### config.mk
export PLATFORM = sky130hd
export DESIGN_NAME = cam_deserializer
export DESIGN_NICKNAME = d
export VERILOG_FILES = /design/src/rtl/cam_deserializer.sv
export SDC_FILE = /design/constraint.sdc
export NUM_CORES = 1
export LEC_CHECK = 0
export ABC_AREA = 1
export CAP_MARGIN = 30
export CORE_UTILIZATION = 35
export DETAILED_ROUTE_END_ITERATION = 10
export SLEW_MARGIN = 30
export SYNTH_ARGS = -nofsm -noshare
export SYNTH_HDL_FRONTEND = slang
export SYNTH_SLANG_ARGS = --single-unit
### constraint.sdc
create_clock -name clk_i -period 2 [get_ports clk_i]
set_input_delay 0.4 -clock clk_i [delete_from_list [all_inputs] [get_ports clk_i]]
set_output_delay 0.4 -clock clk_i [all_outputs]
set_load 0.1 [all_outputs]
### src/rtl/cam_deserializer.sv
// Camera-port nibble link receiver: oversamples cam_pclk/cam_sync/cam_data and rebuilds 32-bit words.
// Define CAM_DROP_IDLE_EN to suppress delivery of the 32'hDEADBEEF idle filler word.
module cam_deserializer #(
   parameter int unsigned TIMEOUT_CYCLES = 1024,
   parameter int unsigned ERR_WIDTH      = 16
) (
   input  logic                 clk_i,
   input  logic                 rst_n,
   input  logic                 cam_pclk,
   input  logic                 cam_sync,
   input  logic [3:0]           cam_data,
   output logic [31:0]          data_o,
   output logic                 valid_o,
   output logic                 link_up_o,
   output logic                 err_o,
   output logic [ERR_WIDTH-1:0] err_count_o
);

   localparam int unsigned      IdleW   = $clog2(TIMEOUT_CYCLES + 1);
   localparam logic [IdleW-1:0] IdleMax = IdleW'(TIMEOUT_CYCLES);

   logic                 pclk_s1_q, pclk_s2_q, pclk_s3_q;
   logic                 sync_s1_q, sync_s2_q;
   logic [3:0]           data_s1_q, data_s2_q;
   logic                 rise;

   logic                 locked_q, locked_d;
   logic [2:0]           idx_q, idx_d;
   logic [31:0]          shift_q, shift_d;
   logic [IdleW-1:0]     idle_q, idle_d;
   logic [31:0]          data_q, data_d;
   logic                 valid_q, valid_d;
   logic                 link_up_q, link_up_d;
   logic                 err_q, err_d;
   logic [ERR_WIDTH-1:0] err_cnt_q, err_cnt_d;
   logic                 err_inc;
   logic [31:0]          word;

   assign rise = pclk_s2_q & ~pclk_s3_q;
   assign word = {data_s2_q, shift_q[27:0]};

   always_comb begin
      locked_d  = locked_q;
      idx_d     = idx_q;
      shift_d   = shift_q;
      idle_d    = idle_q;
      data_d    = data_q;
      valid_d   = 1'b0;
      link_up_d = link_up_q;
      err_inc   = 1'b0;
      if (rise) begin
         idle_d = '0;
         if (sync_s2_q) begin
            // A sync inside a locked frame aborts it, then starts the new frame.
            if (locked_q && idx_q != 3'd0) err_inc = 1'b1;
            locked_d     = 1'b1;
            shift_d[3:0] = data_s2_q;
            idx_d        = 3'd1;
         end else if (locked_q) begin
            if (idx_q == 3'd0) begin
               err_inc  = 1'b1;
               locked_d = 1'b0;
            end else begin
               shift_d[{idx_q, 2'b00} +: 4] = data_s2_q;
               idx_d = idx_q + 3'd1;
               if (idx_q == 3'd7) begin
                  link_up_d = 1'b1;
`ifdef CAM_DROP_IDLE_EN
                  if (word != 32'hDEADBEEF) begin
                     data_d  = word;
                     valid_d = 1'b1;
                  end
`else
                  data_d  = word;
                  valid_d = 1'b1;
`endif
               end
            end
         end
      end else if (idle_q != IdleMax) begin
         idle_d = idle_q + IdleW'(1);
         if (idle_d == IdleMax) begin
            locked_d  = 1'b0;
            idx_d     = 3'd0;
            link_up_d = 1'b0;
         end
      end
      err_d     = err_inc;
      err_cnt_d = err_cnt_q;
      if (err_inc && err_cnt_q != '1) err_cnt_d = err_cnt_q + ERR_WIDTH'(1);
   end

   always_ff @(posedge clk_i or negedge rst_n) begin
      if (!rst_n) begin
         pclk_s1_q <= 1'b0;
         pclk_s2_q <= 1'b0;
         pclk_s3_q <= 1'b0;
         sync_s1_q <= 1'b0;
         sync_s2_q <= 1'b0;
         data_s1_q <= '0;
         data_s2_q <= '0;
         locked_q  <= 1'b0;
         idx_q     <= '0;
         shift_q   <= '0;
         idle_q    <= '0;
         data_q    <= '0;
         valid_q   <= 1'b0;
         link_up_q <= 1'b0;
         err_q     <= 1'b0;
         err_cnt_q <= '0;
      end else begin
         pclk_s1_q <= cam_pclk;
         pclk_s2_q <= pclk_s1_q;
         pclk_s3_q <= pclk_s2_q;
         sync_s1_q <= cam_sync;
         sync_s2_q <= sync_s1_q;
         data_s1_q <= cam_data;
         data_s2_q <= data_s1_q;
         locked_q  <= locked_d;
         idx_q     <= idx_d;
         shift_q   <= shift_d;
         idle_q    <= idle_d;
         data_q    <= data_d;
         valid_q   <= valid_d;
         link_up_q <= link_up_d;
         err_q     <= err_d;
         err_cnt_q <= err_cnt_d;
      end
   end

   assign data_o      = data_q;
   assign valid_o     = valid_q;
   assign link_up_o   = link_up_q;
   assign err_o       = err_q;
   assign err_count_o = err_cnt_q;

endmodule

======== Word-level counts from Yosys, hierarchy flattened ========
Index checks and enable logic that the tools add are counted.
word-level totals
  logic and storage cells ................. 84
  memories kept ........................... 0
  ROM bits ................................ 0
  output and inout port bits .............. 51
  bits in registers ....................... 111
  bits in latches ......................... 0
  memory bits (writable) .................. 0
cells by class
  add/sub/neg operators ................... 4
  $mul .................................... 0
  shift-type cells ........................ 2
  reductions and logical operators ........ 13
  bitwise operators ....................... 4
  div/mod/pow operators ................... 0
  muxes and demuxes ....................... 33
  equality and inequality tests ........... 11
  magnitude comparators ................... 0
operators with widths
  cell                                                                    count
  32-bit bitwise mux                                                      1
  4-bit by 7-bit variable shift with 32-bit output, first input constant  1
  4-bit by 7-bit indexed part select with 32-bit output                   1
  11-bit two-way mux                                                      2
  1-bit two-way mux                                                       21
  3-bit two-way mux                                                       6
  16-bit by 1-bit adder with 16-bit output, second input constant         1
  16-bit != test, second input constant                                   1
  4-bit two-way mux                                                       3
  11-bit by 1-bit adder with 11-bit output, second input constant         1
  11-bit equality test, second input constant                             1
  11-bit != test, second input constant                                   1
  4-bit AND reduction                                                     2
  5-bit negation with 7-bit output                                        1
  2-bit != test, second input constant                                    3
  6-bit AND reduction                                                     1
  2-bit nonzero test                                                      3
  5-bit AND reduction                                                     1
  2-bit by 1-bit != test with 1-bit output, second input constant         2
  3-bit by 1-bit adder with 3-bit output, second input constant           1
  3-bit equality test, second input constant                              1
  3-bit logical NOT                                                       1
  3-bit by 2-bit != test with 1-bit output, second input constant         1
  3-bit != test, second input constant                                    1
  6 further kinds                                                         9

======== Depth between registers and ports, before layout ========
  depth in word-level cells ............... 6
  mapped depth ............................ 13
  gate-level depth less buffers ........... 13

======== Least setup slack after synthesis ========
OpenSTA, ideal clock, no wires.
  path kind ............................... reg-to-reg
  start point ............................. register err_cnt_q[0] (netlist: err_count_o[0])
  end point ............................... register err_cnt_q[14] (netlist: err_count_o[14])
  data arrival time ....................... 2.127 ns
  setup slack ............................. -0.257 ns
  path buffers ............................ 0
  cell stages (with the launch flop) ...... 7
  path through ............................ dfrtp_1 ha_1 nand3_1 nand3b_1 nor3_1 xnor2_1 o21ai_0
between the ends
  word-level cells in the longest chain between the ends .. 2
  elaborated cells on any way between the ends .. 3
ends and longest elaborated chain
  element                                                                           line  text
  start: declaration                                                                35    logic [ERR_WIDTH-1:0] err_cnt_q, err_cnt_d;
  start signal: assignment                                                          127   err_cnt_q <= err_cnt_d;
  branches (longest 2 deep; another with 16-bit by 1-bit adder with 16-bit output)  --
Parallel ways; which one is timed is not known.
A chain may end at the register's enable or synchronous reset.

======== Worst setup path after layout ========
  start point ............................. register idx_q[0]
  end point ............................... register err_cnt_q[8] (netlist: err_count_o[8])
between the ends
  word-level cells in the longest chain between the ends .. 6
  elaborated cells on any way between the ends .. 9
ends and longest elaborated chain
  element                                                         line    text
  start: declaration                                              28      logic [2:0] idx_q, idx_d;
  start signal: assignment                                        120     idx_q <= idx_d;
  3-bit logical NOT / 3-bit nonzero test (equally long branches)  60, 55
  1-bit two-way mux / 1-bit logical AND (equally long branches)   60, 55
  1-bit two-way mux, on equally long branches                     59, 55
  1-bit two-way mux *                                             53      if (sync_s2_q) begin
  1-bit two-way mux *                                             51      if (rise) begin
  net err_d                                                       34      logic err_q, err_d;
  1-bit logical AND *                                             90      if (err_inc && err_cnt_q != '1) err_cnt_d = err_cnt_q + ERR_WIDTH'(1);
Mark *: on every way through the listed nets, which the timed path passes. The rest lies on a longest branch.

==> impl_table.tex <==
\begin{tabular}{lr}
\hline
Metric & Value \\
\hline
\multicolumn{2}{l}{\textbf{Clock network}} \\
\quad Cts bufs inserted & 9 \\
\quad Maximum buffer depth of the clock tree & 2 \\
\quad Clock-pin slew reported for the worst setup and hold paths after clock tree synthesis & roughly 70 ps \\
\quad Clock tree from TritonCTS & yes \\
\quad Clock Tree Root & sky130\_fd\_sc\_hd\_\_clkbuf\_16 \\
\quad H-tree Lvls & 3 \\
\quad Source-to-sink clock delay at the later pin of the worst-skew pair & 350 ps \\
\quad Clock net sink count & 107 \\
\multicolumn{2}{l}{\textbf{Routing}} \\
\quad Antenna Nets Post-Route & 0 \\
\quad Detailed-route DRC error count & 0 \\
\quad Wire length on met1 & 4.40 mm \\
\quad Vias per inst & approximately 4.6 \\
\quad Met3 routed WL & 379 um \\
\quad Top metal layer carrying routed signals & met4 \\
\quad Vias & 3516 \\
\quad Met2 layer wire length in the routed design & 4.65 mm \\
\quad Wirelength, routed & around 9.6 mm \\
\quad Routed len/inst & 12.6 um \\
\quad Count of TritonRoute iterations in the first routing pass & 5 \\
\quad DRC marker count from the first detailed-route iteration & $\sim$150 \\
\multicolumn{2}{l}{\textbf{Synth}} \\
\quad Netlist Area Pre-Place & around 4600 um2 \\
\quad Yosys synthesis warning count & 0 \\
\quad Share of synthesized area occupied by flip-flops and latches & 0.581 \\
\quad Post-Synthesis Mean Instance Area & 9.20 um2 \\
\quad Cell type contributing the most total cell area after synthesis & sky130\_fd\_sc\_hd\_\_dfrtp\_1 \\
\quad FFs w/ async S/R, synth & 1.00 \\
\quad Leading cell type by number of instances after synthesis & sky130\_fd\_sc\_hd\_\_nand2\_1 \\
\quad Area share of the largest cell type after synthesis & 0.581 \\
\quad Most area-consuming cells after synthesis & sky130\_fd\_sc\_hd\_\_dfrtp\_1, sky130\_fd\_sc\_hd\_\_nand2\_1, sky130\_fd\_sc\_hd\_\_inv\_1 \\
\quad Prevailing post-synth register cell & sky130\_fd\_sc\_hd\_\_dfrtp\_1 \\
\quad Flip-flop and latch count after synthesis & 107 \\
\quad Post-Synthesis Cells & 501 \\
\quad Post-Syn Nets & 519 \\
\quad Number of enable-type register cells in the synthesized netlist & 0 \\
\quad Cell variety after synth & 34 \\
\quad Most numerous cell types in the synthesized netlist & sky130\_fd\_sc\_hd\_\_nand2\_1, sky130\_fd\_sc\_hd\_\_dfrtp\_1, sky130\_fd\_sc\_hd\_\_inv\_1 \\
\multicolumn{2}{l}{\textbf{Floorplan}} \\
\quad Number of top-level pins & 59 \\
\quad Overall die height & 117 um \\
\quad Die area & 13600 um2 \\
\quad Die Span X & $\sim$120 um \\
\quad Total number of placement rows & 41 \\
\quad Effective utilization at floorplan & 0.362 \\
\quad Placeable Area & 12700 um2 \\
\multicolumn{2}{l}{\textbf{Power and ir drop}} \\
\quad Maximum vdd ir drop & 1060 uV \\
\quad PnR Total Power & 5110 uW \\
\quad Power density over the cells & 869 nW/um2 \\
\quad Leakage component of the power & 0.00292 uW \\
\multicolumn{2}{l}{\textbf{Global route}} \\
\quad Number of antenna violations at the first check in global routing & 0 \\
\quad Vias in the first global route & 3430 \\
\quad Final global-route overflow total & 0 \\
\quad Largest net degree at the start of global routing & 50 \\
\quad First-pass GRT wire length & 16.1 mm \\
\quad Total track usage & 0.154 \\
\multicolumn{2}{l}{\textbf{STA}} \\
\quad Share of the clock period used by the worst path after layout & 0.960 \\
\quad Crit path time final & 1920 ps \\
\quad Highest Clock Rate & 0.521 GHz \\
\quad Post-layout worst setup margin & between 70 and 80 ps \\
\quad Hold Vio Cnt, Final & 20 \\
\quad Pins over their slew limit & 0 \\
\quad \# setup viols final & 0 \\
\quad Largest clock skew in the final design & 4.39 ps \\
\quad Worst rel slew slack & 0.699 \\
\quad WHS & -7.63 ps \\
\quad Worst-margin pin slew & 452 ps \\
\multicolumn{2}{l}{\textbf{Place}} \\
\quad Number of port buffers & 58 \\
\quad Worst setup slack before clock tree synthesis & -143 ps \\
\quad DP Cell Count & roughly 740 \\
\quad DP Wirelength & between 6 and 7 mm \\
\quad Weighted congestion reported at the end of routability-driven placement & 0.831 \\
\multicolumn{2}{l}{\textbf{Finish}} \\
\quad Final Net Count & 600 \\
\quad Layout fillers & around 1300 \\
\quad Fraction of layout cells with a size suffix above 1 & 0.211 \\
\quad Final cell count without fillers & 759 \\
\quad Signed area change from the synthesized netlist to the final layout & 27.6\% \\
\quad Antenna cells & 0 \\
\multicolumn{2}{l}{\textbf{Worst setup path}} \\
\quad Worst Setup Start Kind & flip-flop \\
\quad Type of element capturing the critical path & flip-flop \\
\quad Setup CP Type & reg -> reg \\
\quad Required @ worst endpoint & 2240 ps \\
\quad Critical Path AT & 2160 ps \\
\quad Max Fanout on Critical Path & 4 \\
\multicolumn{2}{l}{\textbf{Worst hold path}} \\
\quad Worst min-delay path category & in -> async \\
\multicolumn{2}{l}{\textbf{Status}} \\
\quad Violated checks & hold timing \\
\quad Result of the run & finished with violations \\
\multicolumn{2}{l}{\textbf{Flow run}} \\
\quad Number of maximum-capacitance constraint violations & 0 \\
\hline
\end{tabular}
kinds of logic (layout without fill, tap and decap cells):
logic type               count (synthesis)  in the layout  share of synthesized area
flip-flops                             107            107                      0.581
XOR/XNOR                                14             14                     0.0266
AO/OA/AOI/OAI                           63             63                     0.0719
adder cells (fa/ha/maj)                 10             10                     0.0271
AND/OR/NAND/NOR                        243            243                      0.232
multiplexers                             2              2                    0.00489
buffers and inverters                   62            148                     0.0565
critical path: stages, from the launching register on:
cell and delay [ps]:
sky130_fd_sc_hd__dfrtp_2 430, sky130_fd_sc_hd__inv_4 70, sky130_fd_sc_hd__ha_4 140, sky130_fd_sc_hd__ha_4 140, sky130_fd_sc_hd__inv_2 50, sky130_fd_sc_hd__nand2_4 80, sky130_fd_sc_hd__nand2_2 70, sky130_fd_sc_hd__nor3_4 200
sky130_fd_sc_hd__nand2_2 140, sky130_fd_sc_hd__buf_6 140, sky130_fd_sc_hd__nor2_4 110, sky130_fd_sc_hd__nand3_2 80, sky130_fd_sc_hd__xor2_1 150
metal layers:
layer  vias to the layer above  global-route usage
met4                         0              0.0582
li1                       1771                   -
met2                        67               0.256
met5                         -                   0
met1                      1667               0.193
met3                        11              0.0410
what timing repair did:
action / 4_1_cts / 5_1_grt
pin swaps: 1 / 6
hold buffers: 0 / 0
buffers inserted: 2 / 5
resized for setup: 2 / 16
endpoints found under the setup margin: 40 / 31
state kept, by name (all words and copies together) (netlist names), 3 cells and up:
register     count
shift_q         28
data_s1_q        4
err_count_o     16
idx_q            3
data_s2_q        4
data_o          32
idle_q          11
power breakdown:
group	internal, uW	switching, uW	total [uW]
Combinational	209	501	710
Sequential	2260	105	2370
Clock	1230	799	2030
final timing paths:
| kind | from | to | slack, ps | depth (start not counted) |
|---|---|---|---|---|
| max | idx_q[0] | err_count_o[8] | 80 | 12 |
| min | rst_n | valid_o | -8 | 1 |
| max reg2reg | idx_q[0] | err_count_o[8] | 80 | 12 |
| min reg2reg | data_s1_q[1] | data_s2_q[1] | 350 | 0 |
| max in group asynchronous | rst_n | err_count_o[6] | 1420 | 2 |
| min in group clk_i | data_s1_q[1] | data_s2_q[1] | 350 | 0 |
area by class of cell:
| cell class | count | area (um2) | share of cell area |
|---|---|---|---|
| Sequential cell | 107 | 2690 | 0.456 |
| Multi-Input combinational cell | 332 | 1730 | 0.294 |
| Timing Repair Buffer | 79 | 703 | 0.120 |
| Clock buffer | 9 | 225 | 0.0383 |
| Tap cell | 172 | 215 | 0.0366 |
| Inverter | 53 | 204 | 0.0347 |
| Clock inverter | 7 | 123 | 0.0208 |
per-stage QoR:
stage | cell area [um2] | hold slack [ps] | TNS (ps) | utilization
after global placement | 5410 | 335 | 0 | 0.426
after floorplan | 4620 | 104 | 0 | -
after global routing | 5880 | 28.3 | -18.4 | 0.462
final | 5880 | -7.63 | 0 | 0.462
after detailed placement | 5410 | 339 | -2160 | 0.426
after CTS | 5780 | 10.3 | -2.26 | 0.454
cells in the final DEF, fill, tap and decap left out, drive strengths merged, types with 10 or more instances in the layout:
cell type / n
nand3: 23
nand2: 155
inv: 55
ha: 10
buf: 73
a21oi: 19
nor2: 37
nor3: 14
o21ai: 37
dfrtp: 107
Note: power is estimated with default switching activity, not from simulation.
